### src/rtl/program_loader.sv
// Serial program loader and writable instruction store: shifts DEPTH words in MSB-first, holds the core in reset until full.
// Optional PROGRAM_LOADER_PARITY_EN: each frame carries a trailing even-parity bit; a bad frame parks the loader in ERR.
module program_loader #(
    parameter int DEPTH = 4,
    parameter int AW    = 2,
    parameter int IW    = 2
) (
    input  logic          i_clk,
    input  logic          i_reset,
    input  logic          i_clk_en,
    input  logic          i_load_start,
    input  logic          i_sdi,
    input  logic          i_sdi_valid,
    output logic          o_sdi_ready,
    input  logic [AW-1:0] i_address,
    output logic [IW-1:0] o_data,
    output logic          o_core_reset,
    output logic          o_load_done,
    output logic          o_load_err,
    output logic [AW:0]   o_words_loaded
);

`ifdef PROGRAM_LOADER_PARITY_EN
    localparam int FW = IW + 1;
`else
    localparam int FW = IW;
`endif
    localparam int BCW = $clog2(FW) + 1;

    typedef enum logic [2:0] {
        S_IDLE,
        S_SHIFT,
        S_WRITE,
        S_RUN,
        S_ERR
    } state_t;

    state_t          r_state;
    logic [IW-1:0]   r_mem [DEPTH];
    logic [FW-1:0]   r_shift;
    logic [BCW-1:0]  r_bit_cnt;
    logic [AW-1:0]   r_wr_ptr;
    logic [AW:0]     r_words;
    logic            r_sdi_ready;
    logic            r_core_reset;
    logic            r_load_done;
    logic            r_load_err;

    logic [IW-1:0]   w_word;
    logic            w_parity_ok;
    logic            w_restart;
    logic            w_bit_accept;
    logic            w_last_bit;
    logic            w_last_word;
    logic            w_words_full;

`ifdef PROGRAM_LOADER_PARITY_EN
    assign w_word      = r_shift[FW-1:1];
    assign w_parity_ok = ~(^r_shift);
`else
    assign w_word      = r_shift;
    assign w_parity_ok = 1'b1;
`endif

    // load_start is only honoured in states where the core is not mid-load
    assign w_restart    = i_load_start &&
                          (r_state == S_IDLE || r_state == S_RUN || r_state == S_ERR);
    assign w_bit_accept = (r_state == S_SHIFT) && i_sdi_valid;
    assign w_last_bit   = (r_bit_cnt == BCW'(FW - 1));
    assign w_last_word  = (r_wr_ptr == AW'(DEPTH - 1));
    assign w_words_full = (r_words == (AW + 1)'(DEPTH));

    always_ff @(posedge i_clk or posedge i_reset) begin
        if (i_reset) begin
            r_state      <= S_IDLE;
            r_shift      <= '0;
            r_bit_cnt    <= '0;
            r_wr_ptr     <= '0;
            r_words      <= '0;
            r_sdi_ready  <= 1'b0;
            r_core_reset <= 1'b1;
            r_load_done  <= 1'b0;
            r_load_err   <= 1'b0;
            for (int i = 0; i < DEPTH; i++) begin
                r_mem[i] <= '0;
            end
        end else if (i_clk_en) begin
            if (w_restart) begin
                r_state      <= S_SHIFT;
                r_bit_cnt    <= '0;
                r_wr_ptr     <= '0;
                r_words      <= '0;
                r_sdi_ready  <= 1'b1;
                r_core_reset <= 1'b1;
                r_load_done  <= 1'b0;
                r_load_err   <= 1'b0;
            end else begin
                case (r_state)
                    S_SHIFT: begin
                        if (w_bit_accept) begin
                            r_shift <= {r_shift[FW-2:0], i_sdi};
                            if (w_last_bit) begin
                                r_bit_cnt   <= '0;
                                r_state     <= S_WRITE;
                                r_sdi_ready <= 1'b0;
                            end else begin
                                r_bit_cnt <= r_bit_cnt + BCW'(1);
                            end
                        end
                    end
                    S_WRITE: begin
                        if (w_parity_ok) begin
                            r_mem[r_wr_ptr] <= w_word;
                            r_wr_ptr        <= r_wr_ptr + AW'(1);
                            if (!w_words_full) begin
                                r_words <= r_words + (AW + 1)'(1);
                            end
                            if (w_last_word) begin
                                r_state      <= S_RUN;
                                r_core_reset <= 1'b0;
                                r_load_done  <= 1'b1;
                            end else begin
                                r_state     <= S_SHIFT;
                                r_sdi_ready <= 1'b1;
                            end
                        end else begin
                            r_state    <= S_ERR;
                            r_load_err <= 1'b1;
                        end
                    end
                    default: begin
                    end
                endcase
            end
        end
    end

    assign o_data         = r_mem[i_address];
    assign o_sdi_ready    = r_sdi_ready;
    assign o_core_reset   = r_core_reset;
    assign o_load_done    = r_load_done;
    assign o_load_err     = r_load_err;
    assign o_words_loaded = r_words;

endmodule

### config.mk
export PLATFORM = sky130hd
export DESIGN_NAME = program_loader
export DESIGN_NICKNAME = d
export VERILOG_FILES = /design/src/rtl/program_loader.sv
export SDC_FILE = /design/constraint.sdc
export NUM_CORES = 1
export LEC_CHECK = 0
export ABC_AREA = 1
export CAP_MARGIN = 25
export CORE_MARGIN = 5
export CORE_UTILIZATION = 40
export DETAILED_ROUTE_END_ITERATION = 10
export PLACE_DENSITY_LB_ADDON = 0.05
export SLEW_MARGIN = 20
export SYNTH_ARGS = -nofsm -noshare
export SYNTH_HDL_FRONTEND = slang
export SYNTH_SLANG_ARGS = --single-unit
### constraint.sdc
create_clock -name i_clk -period 1.6 [get_ports i_clk]
set_clock_uncertainty 0.1 [all_clocks]
set_input_delay 0.24 -clock i_clk [delete_from_list [all_inputs] [get_ports i_clk]]
set_output_delay 0.24 -clock i_clk [all_outputs]
set_load 0.02 [all_outputs]
==> results.cfg <==
[clock_network]
cts.sinks = 22
clock_latency_ns = 0.31
cts.path.max_buffers = 2
tritoncts = yes
clockRootBuffer = clkbuf_4
cts.reportedPaths.clkPinSlew_ns = 0.13
cts-htree-levels = 1
cts_made_buffers = 3

[drt]
vias_per_cell = 4.980
wl_per_cell_um = 12.54
vias = 976
drc_errors = 0
dr.max_layer_used = met4
route.met3.wl_um = 95
drt_first_pass_iters = 4
met1_length_mm = 1.071
drt_iter0_markers = 14
wl_mm = 2.458
ant_nets = 0
wl_met2_mm = 1.255

[yosys]
synthFlopType = dfrtp_1
synthCells = 139
synth_mux_area_share_pct = 0
synthAdderAreaFrac_pct = 8.630
synth_top_family_by_area = simple AND/OR/NAND/NOR gates
synth_nets = 155
ys_types = 23
synth_enable_flop_cells = 0
ys_seq_elements = 22
async_reset_ff_share_pct = 100.0
synth_xor_xnor_area_share_pct = 0.7551
seq_area_frac_synth_pct = 47.57
synthSimpleGateAreaFrac_pct = 21.25
avgSynthCellArea_sq_um = 8.344
yosys_warnings = 0
synthesis.area_sq_um = 1160
synth_compound_area_share_pct = 13.38

[power]
clockPowerShare_pct = 12.0
p_switching_uw = 1110
comb_power_share_pct = 51.0
pwr-share-seq_pct = 37.0
ir_drop_mv = 1.089
p_per_area_nw_per_um2 = 1742
leakage_uw = 0.0007361
power.share.switching_pct = 42.77
finalPower_uw = 2594
cellInternalPower_uw = 1485

[setup_path]
cp.arrival_ns = 1.18
r2r_end = r_state[1]
critPathLaunchType = register
crit_buf_inv = 1
cp_slowest_cell = dfstp_2
max_stage_delay_ns = 0.55
critPathTopFamily = flip-flops
crit_fanout = 2
r2r_slack_ns = 0.09
crit_required_ns = 1.26
cp-end-kind = primary output
reg2reg_depth = 7
worstSetupPathType = reg2out
rr_startpoint = r_state[1]
path_cells = dlygate4sd2_1

[timing]
setup_viol = 0
fmax_ghz = 0.6586
maxSlewViolCount = 0
rsz0062_at_grt = true
final_hold_viol_count = 0
min_period_ns = 1.518
fin_crit_sh_pct = 94.90

[status]
outcome = finished, final reports clean

[floorplanning]
die_height_um = 63.85
io_pins = 17
floorplan.initialDensity_pct = 42.06
die_x_um = 63.85
coreArea_sq_um = 2758
dieArea_sq_um = 4077
rows = 19

[final_layout]
multi_input_area_sq_um = 584.3
final_cell_count_no_fill = 196
diodes = 0
area_growth_pct = 28.37
fillCellCount = 263
layout-drive-gt1-share_pct = 21.82
regArea_sq_um = 551.8
final_nets = 182

[place]
dp_hpwl_mm = 1.833
gp_congestion = 0.8012
port_buffers = 15
dp.cells = 191

[global_routing]
antenna_found_initial = 0
gr-usage-all-layers_pct = 13.10
grt_overflow_total = 0
grt_max_degree = 23
grt_pass1_wl_mm = 4.360
grt_pass1_vias = 998

[run]
max_cap_violations = 0

[min_path]
hp-class = in2async
## stage by stage
stage	setup WS, ns	hold slack [ns]	cell area (sq um)	utilization [%]	TNS, ns
3_5_place_dp	-0.3964	0.3668	1394	50.54	-1.018
6_report	0.08167	0.1528	1489	53.99	0
5_1_grt	-0.009768	0.1765	1489	53.99	-0.009768
4_1_cts	0.01005	0.1559	1433	51.95	0
3_3_place_gp	-0.3638	0.3631	1394	50.54	-0.8646
2_1_floorplan	0.1009	0.1285	1160	-	0
## power groups by stage
| stage | clock, uW | sequential [uW] | combinational (uW) |
|---|---|---|---|
| 6_report | 310 | 960 | 1320 |
| 5_1_grt | 348 | 1000 | 1490 |
| 4_1_cts | 327 | 955 | 1160 |
| 3_5_place_dp | 0 | 972 | 1170 |
| 3_3_place_gp | 0 | 960 | 1160 |
| 2_1_floorplan | 0 | 1000 | 685 |
## cell usage after synthesis (2+ instances only)
| cell type | n | area (sq um) |
|---|---|---|
| o21ai_0 | 17 | 85.08 |
| inv_2 | 3 | 11.26 |
| dfrtp_1 | 21 | 525.5 |
| nand2_1 | 31 | 116.4 |
| ha_1 | 8 | 100.1 |
| inv_1 | 20 | 75.07 |
| o21ai_1 | 2 | 10.01 |
| nor2_1 | 11 | 41.29 |
| a21oi_1 | 2 | 10.01 |
| o22ai_1 | 2 | 12.51 |
| o21a_1 | 3 | 22.52 |
| nand3_1 | 8 | 40.04 |
## flip-flops by register name (all words and copies together) (netlist names)
signal          flops
r_wr_ptr            2
o_load_done         1
r_bit_cnt           2
r_state             2
o_words_loaded      3
r_shift             2
o_sdi_ready         1
o_core_reset        1
r_mem               8
## cell type report
type	instances	area share [%]
clock buffer	4	2.437
inverter	23	5.798
multi-input combinational	93	39.24
sequential	22	37.06
tap	31	2.605
timing repair buffer	23	12.86
## routing by layer
| layer | global-route usage, % | vias to the layer above |
|---|---|---|
| met2 | 21.86 | 21 |
| met1 | 15.84 | 457 |
| li1 | - | 494 |
| met3 | 3.152 | 4 |
| met4 | 5.974 | 0 |
| met5 | 0 | - |
## kinds of logic after synthesis
kind of cell | count (synthesis)
compound gates | 28
xor+xnor | 1
fa+ha+maj | 8
buf+inv | 24
flops | 22
other cells | 1
simple gates | 55
## what timing repair did
item / CTS / global route
hold buffers: 0 / 0
buffers inserted: 0 / 1
hold endpoints to repair: 0 / 0
resized for setup: 18 / 17
endpoints found under the setup margin: 15 / 17
pin swaps: 0 / 5
## worst max path at each step
stage            startpoint           end  slack (ns)  cells past startpoint
2_1_floorplan    r_state[0]   o_sdi_ready        0.10                      8
3_3_place_gp   i_address[0]     o_data[1]       -0.36                      5
3_5_place_dp   i_address[0]     o_data[1]       -0.40                      5
4_1_cts        i_address[1]     o_data[0]        0.01                      4
5_1_grt          r_state[1]    r_shift[1]       -0.01                      8
6_report       o_core_reset  o_core_reset        0.08                      1
## cell usage in the layout (no fill, tap or decap)
master	instances
nor2_2	4
nor3_4	1
o22ai_1	2
o211ai_1	1
o21ai_0	14
conb_1	1
buf_4	8
dlygate4sd2_1	7
o21a_1	3
dfstp_2	1
a21oi_1	1
nand3_4	1
xor2_1	1
nand2_4	2
buf_2	2
ha_2	1
nand4_1	1
ha_4	1
nand2_1	28
nor2_1	7
clkdlybuf4s50_1	6
inv_1	19
nor2_4	1
o31ai_2	1
dfrtp_1	21
ha_1	6
clkbuf_4	3
a21oi_2	1
clkbuf_8	1
nand3_2	2
nand2_2	2
o21ai_1	5
nand3_1	6
inv_2	4
Note: power is estimated with default switching activity, not from simulation.
